### src/rtl/fc_sched_pkg.sv
// fc_sched_pkg
//   Shared definitions for the fully-connected layer sequencer:
//   - state_t    : sequencer FSM states
//   - ceil_div   : chunk count for a layer input length
//   - clog2_min1 : address width, never narrower than one bit
package fc_sched_pkg;

  typedef enum logic [2:0] {
    IDLE,
    RUN,
    WAIT_RDY,
    DRAIN,
    DONE
  } state_t;

  function automatic int ceil_div(input int a, input int b);
    return (a + b - 1) / b;
  endfunction

  function automatic int clog2_min1(input int n);
    return (n <= 2) ? 1 : $clog2(n);
  endfunction

endpackage

### src/rtl/fc_muladd_sched_delay.sv
// ctrl_delay_line
//   Fixed-depth shift register for datapath control strobes, cleared by a
//   synchronous active-high reset so no stale strobe survives a reset.
//   Ports:
//     clk, rst : clock, synchronous active-high reset
//     i_d      : strobe bundle entering the line
//     o_q      : the same bundle DEPTH cycles later
module ctrl_delay_line #(
  parameter int DEPTH = 1,
  parameter int WIDTH = 1
) (
  input  logic             clk,
  input  logic             rst,
  input  logic [WIDTH-1:0] i_d,
  output logic [WIDTH-1:0] o_q
);

  logic [WIDTH-1:0] r_tap [DEPTH];

  always_ff @(posedge clk) begin
    if (rst) begin
      for (int i = 0; i < DEPTH; i++) r_tap[i] <= '0;
    end else begin
      r_tap[0] <= i_d;
      for (int i = 1; i < DEPTH; i++) r_tap[i] <= r_tap[i-1];
    end
  end

  assign o_q = r_tap[DEPTH-1];

endmodule

### src/rtl/fc_muladd_sched.sv
// fc_muladd_sched
//   Walks every output-neuron group over every CPF-wide input chunk of one
//   fully-connected layer, issuing buffer read addresses and the datapath
//   enable / end-of-group strobes, then flags each finished group result.
//   Ports:
//     clk, rst               : clock, synchronous active-high reset
//     start                  : one-cycle layer start (ignored while busy)
//     out_ready              : room downstream for one more group result,
//                              sampled only on the last beat of a group
//     busy, done             : layer in progress / one-cycle completion pulse
//     rd_en                  : buffer read strobe
//     in_addr, w_addr        : input chunk and weight row addresses
//     bias_addr              : bias address, constant across a group
//     op_din_en, op_din_eop  : datapath enable / end-of-group, RD_LAT late
//     dout_valid, dout_addr  : datapath result valid and its group index
module fc_muladd_sched
  import fc_sched_pkg::*;
#(
  parameter int CPF          = 4,
  parameter int IN_CH        = 16,
  parameter int OUT_CH       = 3,
  parameter int DATA_CHANNEL = 1,
  parameter int RD_LAT       = 1,
  parameter int DP_LAT       = 4,
  localparam int K  = ceil_div(IN_CH, CPF),
  localparam int G  = OUT_CH / DATA_CHANNEL,
  localparam int KW = clog2_min1(K),
  localparam int WW = clog2_min1(G * K),
  localparam int GW = clog2_min1(G)
) (
  input  logic          clk,
  input  logic          rst,
  input  logic          start,
  input  logic          out_ready,
  output logic          busy,
  output logic          done,
  output logic          rd_en,
  output logic [KW-1:0] in_addr,
  output logic [WW-1:0] w_addr,
  output logic [GW-1:0] bias_addr,
  output logic          op_din_en,
  output logic          op_din_eop,
  output logic          dout_valid,
  output logic [GW-1:0] dout_addr
);

  if (OUT_CH % DATA_CHANNEL != 0) begin : g_err_ch
    $error("OUT_CH must be a multiple of DATA_CHANNEL");
  end
  if (RD_LAT < 1) begin : g_err_rd
    $error("RD_LAT must be at least 1");
  end
  if (DP_LAT < 1) begin : g_err_dp
    $error("DP_LAT must be at least 1");
  end

  localparam logic [KW-1:0] K_LAST = KW'(K - 1);
  localparam logic [GW-1:0] G_LAST = GW'(G - 1);

  state_t        r_state;
  state_t        w_nxt;
  logic [KW-1:0] r_chunk;
  logic [GW-1:0] r_grp;
  logic [WW-1:0] r_w;
  logic [GW-1:0] r_dcnt;
  logic          w_rd_en;
  logic          w_last;
  logic          w_final;

  assign w_last  = (r_state == RUN) && (r_chunk == K_LAST);
  assign w_final = w_last && (r_grp == G_LAST);

  // State register
  always_ff @(posedge clk) begin
    if (rst) r_state <= IDLE;
    else     r_state <= w_nxt;
  end

  // Next-state logic
  always_comb begin
    w_nxt = r_state;
    unique case (r_state)
      IDLE:     if (start) w_nxt = RUN;
      RUN: begin
        // out_ready only matters on a group's last beat; otherwise the next
        // group's first beat follows with no bubble.
        if (w_final)                 w_nxt = DRAIN;
        else if (w_last && !out_ready) w_nxt = WAIT_RDY;
      end
      WAIT_RDY: if (out_ready) w_nxt = RUN;
      // The final result leaving the valid line means both delay lines are
      // empty, so that is the point the layer is complete.
      DRAIN:    if (dout_valid && (r_dcnt == G_LAST)) w_nxt = DONE;
      DONE:     w_nxt = IDLE;
      default:  w_nxt = IDLE;
    endcase
  end

  // Output decode
  always_comb begin
    w_rd_en = (r_state == RUN);
    busy    = (r_state != IDLE);
    done    = (r_state == DONE);
  end

  // Address and result counters; start is honoured only from IDLE so a
  // repeated start mid-layer leaves every counter untouched.
  always_ff @(posedge clk) begin
    if (rst) begin
      r_chunk <= '0;
      r_grp   <= '0;
      r_w     <= '0;
      r_dcnt  <= '0;
    end else if ((r_state == IDLE) && start) begin
      r_chunk <= '0;
      r_grp   <= '0;
      r_w     <= '0;
      r_dcnt  <= '0;
    end else begin
      if (w_rd_en) begin
        if (!w_final) r_w <= r_w + 1'b1;
        if (w_last) begin
          r_chunk <= '0;
          if (!w_final) r_grp <= r_grp + 1'b1;
        end else begin
          r_chunk <= r_chunk + 1'b1;
        end
      end
      if (dout_valid && (r_dcnt != G_LAST)) r_dcnt <= r_dcnt + 1'b1;
    end
  end

  assign rd_en     = w_rd_en;
  assign in_addr   = r_chunk;
  assign w_addr    = r_w;
  assign bias_addr = r_grp;
  assign dout_addr = r_dcnt;

  // Read strobe and last-chunk flag travel together through the buffer
  // latency, so eop lands on the beat that also carries the bias word.
  ctrl_delay_line #(
    .DEPTH (RD_LAT),
    .WIDTH (2)
  ) u_rd_dly (
    .clk (clk),
    .rst (rst),
    .i_d ({w_rd_en, w_last}),
    .o_q ({op_din_en, op_din_eop})
  );

  ctrl_delay_line #(
    .DEPTH (DP_LAT),
    .WIDTH (1)
  ) u_dp_dly (
    .clk (clk),
    .rst (rst),
    .i_d (op_din_eop),
    .o_q (dout_valid)
  );

endmodule

### config.mk
export PLATFORM = sky130hd
export DESIGN_NAME = fc_muladd_sched
export DESIGN_NICKNAME = d
export VERILOG_FILES = /design/src/rtl/fc_sched_pkg.sv /design/src/rtl/fc_muladd_sched_delay.sv /design/src/rtl/fc_muladd_sched.sv
export SDC_FILE = /design/constraint.sdc
export NUM_CORES = 1
export LEC_CHECK = 0
export CORE_AREA = 2 2 45 47
export DETAILED_ROUTE_END_ITERATION = 8
export DIE_AREA = 0 0 47 49
export PLACE_DENSITY_LB_ADDON = 0.05
export SYNTH_ARGS = -nofsm -noshare
export SYNTH_HDL_FRONTEND = slang
export SYNTH_SLANG_ARGS = --single-unit
### constraint.sdc
create_clock -name clk -period 2.25 [get_ports clk]
set_clock_uncertainty 0.05 [all_clocks]
set_input_delay 0.45 -clock clk [delete_from_list [all_inputs] [get_ports clk]]
set_output_delay 0.45 -clock clk [all_outputs]
set_load 0.02 [all_outputs]
* Yosys cells after proc, flatten, opt, wreduce, memory -nomap -nowiden
Memories as Yosys holds them, arrays and structs flattened.
Index checks and enable logic that the tools add are counted.
** Cells by class
- Add/sub/neg operators :: 4
- Equality and inequality tests :: 12
- Mux-type cells :: 16
- Bitwise logic cells :: 5
- Reduce and logical (&&, ||, !) cells :: 14
** Operators with widths (count)
- 3-bit two-way mux :: 5
- 3-bit case mux with 4 select lines :: 1
- 1-bit two-way mux :: 8
- 2-bit != test, second input constant :: 4
- 2-bit by 1-bit adder with 2-bit output, second input constant :: 3
- 2-bit equality test, second input constant :: 3
- 3-bit by 2-bit equality test with 1-bit output, second input constant :: 2
- 1-bit logical AND :: 6
- 4-bit by 1-bit adder with 4-bit output, second input constant :: 1
- 2-bit two-way mux :: 2
- 1-bit bitwise OR :: 4
- 4-bit AND reduction :: 1
- 2-bit OR reduction :: 2
- 3-bit by 1-bit equality test with 1-bit output, second input constant :: 1
- 3-bit equality test, second input constant :: 1
- 3-bit logical NOT :: 1
- 3-bit by 1-bit != test with 1-bit output, second input constant :: 1
- 3-bit AND reduction :: 1
- 3-bit nonzero test :: 1
- 2-bit AND reduction :: 1
- 1-bit logical NOT :: 1
- 1-bit NOT :: 1
** Word-level totals
- Bits in registers :: 13
- RAM bits :: 6
- Output and inout port bits :: 16
- Word-level logic and storage cells :: 58
- Memories :: 2
** Memory list
- u_dp_dly.r_tap :: depth 4, width 1, read ports 4, clocked after memory_dff 0, wr ports 4, line fc_muladd_sched_delay.sv:18 : logic [WIDTH-1:0] r_tap [DEPTH];
- u_rd_dly.r_tap :: depth 1, width 2, read ports 1, clocked after memory_dff 0, wr ports 1, line fc_muladd_sched_delay.sv:18

* Longest topological paths before layout
Gate-level depths: netlist of the first run.
- Word-level depth :: 6
- Depth in mapped cells :: 6

* By module
Synthesis of the first run repeated with hierarchy kept, for this count alone.
** Second synthesis, totals
- Cells, all modules :: 87
- Area total of the unflattened synthesis :: 838.3 µm²
** Modules (own cells, without submodules)
- fc_muladd_sched :: instances 1, cells each 75, area each 680.7 µm²
- ctrl_delay_line at u_dp_dly :: instances 1, cells each 8, area each 105.1 µm²
- ctrl_delay_line at u_rd_dly :: instances 1, cells each 4, area each 52.6 µm²

* Worst setup path after synthesis of the first run
OpenSTA, ideal clock, no wires.
- Kind :: register to register
- Start point :: register r_grp[0] (netlist: bias_addr[0])
- End point :: register r_w[3] (netlist: w_addr[3])
- Library setup time :: 0.073 ns
- Arrival :: 1.592 ns
- Required time :: 2.127 ns
- Setup slack :: 0.536 ns
- Stages on the path, launching flop included :: 7
- Buffers on the path :: 1
- Period minus slack after synthesis :: 1.714 ns
- Path through :: dfxtp_1 -> inv_1 -> ha_1 -> and2_1 -> buf_1 -> or4_1 -> a21oi_1
** Between the ends
- Longest elaborated chain between the ends :: 4
** RTL lines
- start: declaration :: line fc_muladd_sched.sv:63 : logic [GW-1:0] r_grp;
- start signal: assignment :: line fc_muladd_sched.sv:124 : if (!w_final) r_grp <= r_grp + 1'b1;
- 2-bit equality test :: line fc_muladd_sched.sv:71 : assign w_final = w_last && (r_grp == G_LAST);
- 1-bit logical AND :: line fc_muladd_sched.sv:71
- 1-bit NOT (no line)
- 2-bit AND reduction (no line)
- end signal: assignment :: line fc_muladd_sched.sv:121 : if (!w_final) r_w <= r_w + 1'b1;
- end: declaration :: line fc_muladd_sched.sv:64 : logic [WW-1:0] r_w;
No other way between the ends.
A chain may end at the register's enable or synchronous reset.

* Final worst setup path of the first run
- Start point :: register r_state[0]
- End point :: output port busy
** Between the ends
- Longest elaborated chain between the ends :: 1
** RTL lines
- start: declaration :: line fc_muladd_sched.sv:60 : state_t r_state;
- start signal: assignment :: line fc_muladd_sched.sv:76 : else r_state <= w_nxt;
- 3-bit nonzero test :: line fc_muladd_sched.sv:102 : busy = (r_state != IDLE);
- end: declaration :: line fc_muladd_sched.sv:35 : output logic busy,
No other way between the ends.

==> results of run 1 <==
[power by group through the flow]
stage | registers (uW) | clock network, uW | logic (uW)
final | 347 | 173 | 63.6
after global routing | 349 | 198 | 70.5
after CTS | 348 | 179 | 65.0
after detailed placement | 355 | 0 | 65.9
after global placement | 355 | 0 | 65.2
after floorplan | 359 | 0 | 30.5
[cells by family (layout without fill, tap and decap cells)]
group	count (synthesis)	after routing	share of synthesized area [%]
flip-flops	19	19	47.3
AO/OA/AOI/OAI	22	22	17.0
XOR/XNOR	1	1	1.09
adder cells (fa/ha/maj)	4	4	6.22
AND/OR/NAND/NOR	32	32	24.6
buffers and inverters	8	30	3.89
[sequential cells by signal, summed over array words and instances, names as in the netlist]
register and flops:
w_addr 4, u_rd_dly.r_tap 2, u_dp_dly.r_tap 4, r_state 3, dout_addr 2, in_addr 2
bias_addr 2
[worst reg2reg max path, cell delays in order (launching register included)]
cell	delay, ps
sky130_fd_sc_hd__dfxtp_1	420
sky130_fd_sc_hd__or3b_1	400
sky130_fd_sc_hd__buf_4	200
sky130_fd_sc_hd__or4_1	520
sky130_fd_sc_hd__a21oi_1	160
[layout make-up]
cell class,count,area [sq um]
clock inverters,1,5.00
well taps,27,33.8
fillers,195,785
repair buffers,21,204
flip-flops and latches,19,380
clock buffers,3,22.5
multi-input cells,59,393
inverters,5,18.8
[per-stage QoR]
step | total power [uW] | instance area [sq um] | utilization (%)
6_report | 585 | 1060 | 57.4
5_1_grt | 617 | 1060 | 57.4
4_1_cts | 592 | 1060 | 57.4
3_5_place_dp | 421 | 1030 | 56.0
3_3_place_gp | 420 | 1030 | 56.0
2_1_floorplan | 390 | 805 | -
[cell usage in the layout, fill, tap and decap left out, types with 3 or more instances in the layout]
cell type,synthesis,routed
sky130_fd_sc_hd__nor2_1,3,3
sky130_fd_sc_hd__nand3b_1,3,3
sky130_fd_sc_hd__a21oi_1,8,8
sky130_fd_sc_hd__dfxtp_1,19,19
sky130_fd_sc_hd__nand2_1,3,3
sky130_fd_sc_hd__or3_1,5,5
sky130_fd_sc_hd__inv_1,4,4
sky130_fd_sc_hd__nor2b_1,6,6
sky130_fd_sc_hd__clkdlybuf4s50_1,0,18
sky130_fd_sc_hd__o21ai_0,4,4
sky130_fd_sc_hd__clkbuf_4,0,3
sky130_fd_sc_hd__ha_1,4,4
sky130_fd_sc_hd__a21o_1,3,3
[metal layers]
layer | vias to the layer above | wire length [um] | track usage, %
li1 | 351 | - | -
met1 | 328 | 735 | 21.1
met2 | 14 | 716 | 23.5
met3 | 4 | 57 | 3.33
met4 | 0 | 41 | 8.33
met5 | - | 0 | 0
[final timing paths]
path	to	slack (ps)	cells past startpoint
min	u_dp_dly.r_tap[3]$_SDFF_PP0_	400	1
max reg2reg	w_addr[3]$_SDFFE_PP0P_	440	4
max	busy	120	2
min reg2reg	u_dp_dly.r_tap[3]$_SDFF_PP0_	400	1
==> flow_results.org, run 1 <==
** Run status
- Outcome :: completed

** Power and ir drop
- The share of total power dissipated in combinational logic is 10.9%.
- Pwr dens :: 553 nW/um^2
- Net load switching power :: 148 uW
- Worst voltage drop across the vdd grid :: approximately 0.00032 V
- Internal cell power :: 437 uW
- Clock network power share :: between 20% and 30%
- Fraction of power consumed by sequential logic :: 59.4%
- Switching Share :: approximately a quarter
- Summed over all cells, the static leakage comes to 0.000387 uW.

** Clock network
- In this run the number of H-tree levels came out at 1.
- Clk pin slew, worst setup/hold paths :: 110 ps
- Post-CTS Repair Setup Buffers :: 0
- Counting along the longest clock path gives a buffer depth of 2.
- CTS resizes :: 1
- Number of buffers inserted by hold repair at cts :: 0
- TritonCTS clock tree :: yes
- In this run the clock root is driven by a sky130_fd_sc_hd__clkbuf_4.
- Clock Latency Late Sink :: 300 ps
- Total clock buffers created by CTS :: 3
- For this design, the sink count on the clock tree is 19.

** GRT
- Global routing finished with a remaining overflow of 0.
- The number of antenna violations at the first check in global routing was 0.
- Entering global routing, the biggest net connects 17 pins.
- The first global-routing pass estimated 2640 um of wire.
- Via count of the first global-routing pass :: 626
- Tot GR Track Use :: approximately 16%

** Die
- Starting density of the core :: between 40% and 50%
- Overall die height :: 49 um
- DIE AREA :: 2300 sq um
- Site row count :: 16
- Core area :: around 1800 sq um
- Total I/O pin count :: 20
- The die is around 47 um wide.

** Yosys
- For this run, the leading register cell type out of synthesis is sky130_fd_sc_hd__dfxtp_1.
- Area share of the leading cell type in the synthesized netlist :: a little under half
- Top cells by area in the synthesized netlist :: sky130_fd_sc_hd__dfxtp_1 (47%), sky130_fd_sc_hd__ha_1 (6.2%), sky130_fd_sc_hd__a21oi_1 (5.0%), sky130_fd_sc_hd__nor2b_1 (4.7%), sky130_fd_sc_hd__or3_1 (3.9%)
- After synthesis, the share of flip-flops with an asynchronous set or reset is 0%.
- Cell type with the highest aggregate area in the netlist :: sky130_fd_sc_hd__dfxtp_1
- Syn Area/Cell :: 9.35 sq um
- Sequential element share of the synthesized area :: between 40% and 50%
- Among all cell types in the netlist, the one instantiated most often is sky130_fd_sc_hd__dfxtp_1.
- The cell count after synthesis came out at 86.
- #FFs+latches synth :: 19
- Synthesized net count :: 94
- Post-synth EDFFs :: 0
- The synthesized netlist contains 29 unique library cells.
- Ranking of synthesized cells by instance count :: sky130_fd_sc_hd__dfxtp_1 (19), sky130_fd_sc_hd__a21oi_1 (8), sky130_fd_sc_hd__nor2b_1 (6)
- Summing every instance area after synthesis gives 805 sq um.
- During synthesis, Yosys emitted a total of 0 warnings.

** Layout
- Layout area overhead :: 31.4%
- For this run, the post-layout net count is 117.
- Fraction of layout cells with a size suffix above 1 :: around 7.4%
- Finished Layout Cells :: 135
- The repair_antennas step left the layout with diodes totalling 0.

** Setup path
- Crit. End Element :: output pin
- Kind of cell adding the most delay to the critical path :: buffers and inverters
- STA puts the critical path data arrival time at ~1600 ps.
- Launching element type of the critical path :: flop
- Critical Path Start :: r_state[0]$_SDFFE_PP0P_
- The largest individual stage delay along the critical path comes from the cell sky130_fd_sc_hd__clkdlybuf4s50_1.
- Highest fanout seen on the critical path :: 7
- The critical path in this run is classified as reg2out.
- Crit path buf inv count :: 1
- List of cells traversed by the critical path :: or3_1 > clkdlybuf4s50_1
- In this run the critical register-to-register path is launched from r_state[0]$_SDFFE_PP0P_.
- For the worst setup path, the data required time is between 1500 and 2000 ps.
- In this design, the stage delay of the slowest critical-path cell is about 550 ps.

** Place
- Placer congestion estimate :: a little over 0.7
- In this run the tool buffered the top-level ports with 19 buffer cells.
- HPWL Detailed :: 1120 um
- The number of placed instances, taps included, is 131.
- Timing analysis after detailed placement gives a worst setup slack of approximately 270 ps.

** STA
- Final worst hold slack :: 401 ps
- In the post-route analysis, the smallest setup slack over all paths is 122 ps.
- The max-slew violation count is 0.
- The smallest clock period supported by the final layout is computed as 2130 ps.
- Actual transition at the worst max-transition pin :: 786 ps
- Setup violations remaining at the end of the flow were counted as 0.
- Worst-case headroom to the max-slew limit :: between 40% and 50%
- RSZ-0062 raised after global routing :: no
- Derived from the worst setup path, the maximum achievable clock frequency is 470 MHz.
- Final total negative setup slack :: 0 ps
- Fin crit share :: ~95%
- Endpoints failing hold :: 0

** Hold path
- The worst hold path begins at u_dp_dly.r_tap[2]$_SDFF_PP0_.
- The tightest min-delay check is of the reg2reg type.

** Detailed routing
- In the routed layout, each cell is associated on average with a via count of 5.16.
- DRT Pass-1 Iters :: 3
- DRT Wirelength :: roughly 1600 um
- Across all layers, the routed design uses between 600 and 700 vias.
- Dividing the detail-routed wire length by the instance count gives 11.5 um.
- Antenna viol nets, final :: 0
- Iter 0 DRT Violations :: 2
- In the routed design, unresolved DRC markers number 0.

** Run
- Number of maximum-capacitance violations :: 0
Note: power is estimated with default switching activity, not from simulation.
==> inputs of run 2 (changes only) <==
Settings changed: CORE_AREA 2 2 45 47 to 2 2 44 46, CTS_BUF_LIST from default to sky130_fd_sc_hd__clkbuf_8, DIE_AREA 0 0 47 49 to 0 0 46 48, GPL_ROUTABILITY_DRIVEN from default to 1, PLACE_DENSITY from default to 0.72, PLACE_DENSITY_LB_ADDON 0.05 to default.
==> flow_results.org, run 2 (synthesis results as in run 1) <==
** Run status
- The run finished with clean final reports.

** Clock network
- Clk pin slew, worst setup/hold paths :: 70 ps (-40 ps)
- The hold-fix buffer count after cts came to 0 (unchanged).
- TritonCTS built the clock tree.
- CTS sink cnt :: 19 (unchanged)
- The maximum buffer depth of the clock tree came to 2 (unchanged).
- In this run the clock root is driven by a sky130_fd_sc_hd__clkbuf_8.
- The clock insertion delay at the later pin of the skew report came to 260 ps (-40 ps).
- Total clock buffers created by CTS :: 3 (unchanged)
- The post-CTS repair timing setup buffer count was 0 (unchanged).
- CTS resizes :: 1 (unchanged)
- Number of H-tree levels :: 1 (unchanged)

** GRT
- The number of antenna violations at the first check in global routing is 0 (unchanged).
- Tot GR Track Use :: 18.7% (+2.8 points)
- The via count of the first global-routing pass came to 652 (+4.2%).
- Pin count of the biggest net entering global routing :: 17 (unchanged)
- Global-route wire length before repair :: 2840 um (+7.3%)
- Final global-route overflow total :: 0 (unchanged)

** STA
- Fin crit share :: 92.3% (-2.3 points)
- Setup repair after global routing left no endpoint under its margin.
- The maximum operating frequency is 482 MHz (+2.5%).
- The max-slew violation count was 0 (unchanged).
- Final setup violating endpoints :: 0 (unchanged)
- Endpoints failing hold :: 0 (unchanged)
- Post-route worst setup slack :: 174 ps (+51.7 ps)
- Actual transition at the worst max-transition pin :: 501 ps (-285 ps)
- The shortest clock period the worst path allows after layout was 2080 ps (-51.7 ps).
- The sum of negative setup slack is 0 ps (unchanged).
- Worst-case headroom to the max-slew limit :: 65.7% (+18 points)

** Place
- HPWL Detailed :: 1170 um (+4.2%)
- Port Buf Inserts :: 19 (unchanged)
- Setup slack after placement :: 267 ps (-0.636 ps)
- The final weighted congestion in routability-driven placement came to 0.714 (-0.98%).

** Setup path
- Walking the worst path, the cells encountered are or3_1 > clkdlybuf4s50_1.
- Kind of cell adding the most delay to the critical path :: buffers and inverters
- Crit Path Class :: reg2out
- The highest cell delay on the worst timing path came to 550 ps (about the same).
- The maximum fanout count along the critical path is 7 (unchanged).
- The worst setup path is captured at an output pin.
- Worst EP required :: 1750 ps (about the same)
- Library cell contributing the largest single delay on the critical path :: sky130_fd_sc_hd__clkdlybuf4s50_1
- Crit path buf inv count :: 1 (unchanged)
- The worst setup path is launched from a flop.
- The arrival time reported for the critical path endpoint came to 1580 ps (-50 ps).

** Die
- The placeable core region came to 1690 sq um (-8.3%).
- Site row count :: 15 (-1)
- DIE AREA :: 2210 sq um (-4.1%)
- The die outline height was 48 um (-2.0%).
- Die width :: 46 um (-2.1%)
- Total I/O pin count :: 20 (unchanged)
- Starting density of the core :: 47.6% (+3.9 points)

** Detailed routing
- The violation count after the first detailed-route iteration was 5 (+3).
- Mean routed wirelength per cell :: 13.0 um (+13%)
- The final antenna-violating net count was 0 (unchanged).
- DRT Wirelength :: 1630 um (+5.3%)
- The detailed-routing iteration count for the pre-antenna-repair pass was 4 (+1).
- DRC violations left :: 0 (unchanged)
- Routed vias :: 701 (+0.57%)
- Via-per-instance ratio :: 5.56 (+7.8%)

** Hold path
- Tightest Hold Check Type :: reg2reg

** Layout
- The filler cell count was 152 (-22%).
- Ant. Diodes :: 0 (unchanged)
- The final net count came to 118 (+0.85%).
- Relative to the synthesized area, the layout overhead comes to 33.0%.
- The top cell types in the final layout, fill and taps aside, are sky130_fd_sc_hd__dfxtp_1 (19), sky130_fd_sc_hd__clkdlybuf4s50_1 (18), sky130_fd_sc_hd__a21oi_1 (8).
- Fraction of layout cells with a size suffix above 1 :: 7.34% (-0.068 points)
- Most frequent standard cell in the layout excluding fill and tap cells :: sky130_fd_sc_hd__dfxtp_1

** Power and ir drop
- The leakage dissipation came to 0.000401 uW (+3.6%).
- Worst voltage drop across the vdd grid :: 0.000370 V (+17%)
- The power density relative to cell area is 605 nW/um^2 (+9.5%).

** Run
- Number of maximum-capacitance violations :: 0 (unchanged)
[run 2: worst reg2reg max path, delay by kind of cell, from the launching register on]
kind / cells / cell delay (ps)
AO/OA/AOI/OAI: 1 / 150
AND/OR/NAND/NOR: 2 / 900
flip-flops: 1 / 420
buffers and inverters: 1 / 200
[run 2: per-layer routing]
metal,vias up,wire (um),global-route usage [%]
met1,331,715,22.4
met5,-,0,0
met2,15,814,29.7
li1,350,-,-
met4,0,35,10.3
met3,5,68,6.04
[run 2: final timing paths]
| check | startpoint | slack [ps] | cells past startpoint | end |
|---|---|---|---|---|
| setup / recovery | r_state[0]$_SDFFE_PP0P_ | 170 | 2 | busy |
| hold / removal | u_dp_dly.r_tap[2]$_SDFF_PP0_ | 390 | 1 | u_dp_dly.r_tap[3]$_SDFF_PP0_ |
| setup reg to reg | r_state[0]$_SDFFE_PP0P_ | 470 | 4 | w_addr[3]$_SDFFE_PP0P_ |
| hold reg to reg | u_dp_dly.r_tap[2]$_SDFF_PP0_ | 390 | 1 | u_dp_dly.r_tap[3]$_SDFF_PP0_ |
[run 2: where the power goes]
part	switching (uW)	internal (uW)	total, uW
combinational	36.2	30.6	66.7
sequential	5.66	342	348
clock	112	121	233
[run 2: area by class of cell]
class	instances	area, sq um	area share (%)
clock buffers	3	41.3	3.86
clock inverters	1	3.75	0.351
inverters	5	18.8	1.75
multi-input cells	59	393	36.7
well taps	17	21.3	1.99
flip-flops and latches	19	380	35.6
repair buffers	22	211	19.8
[run 2: stage by stage]
stage               std cells  hold slack, ps  total power (uW)  utilization [%]  area (sq um)
floorplan                  86             364               390                -           805
global placement          122             367               421             60.7          1030
finish                    126             395               648             63.3          1070
global route              126             415               676             63.3          1070
detailed placement        122             379               423             60.7          1030
CTS                       126             396               655             63.3          1070
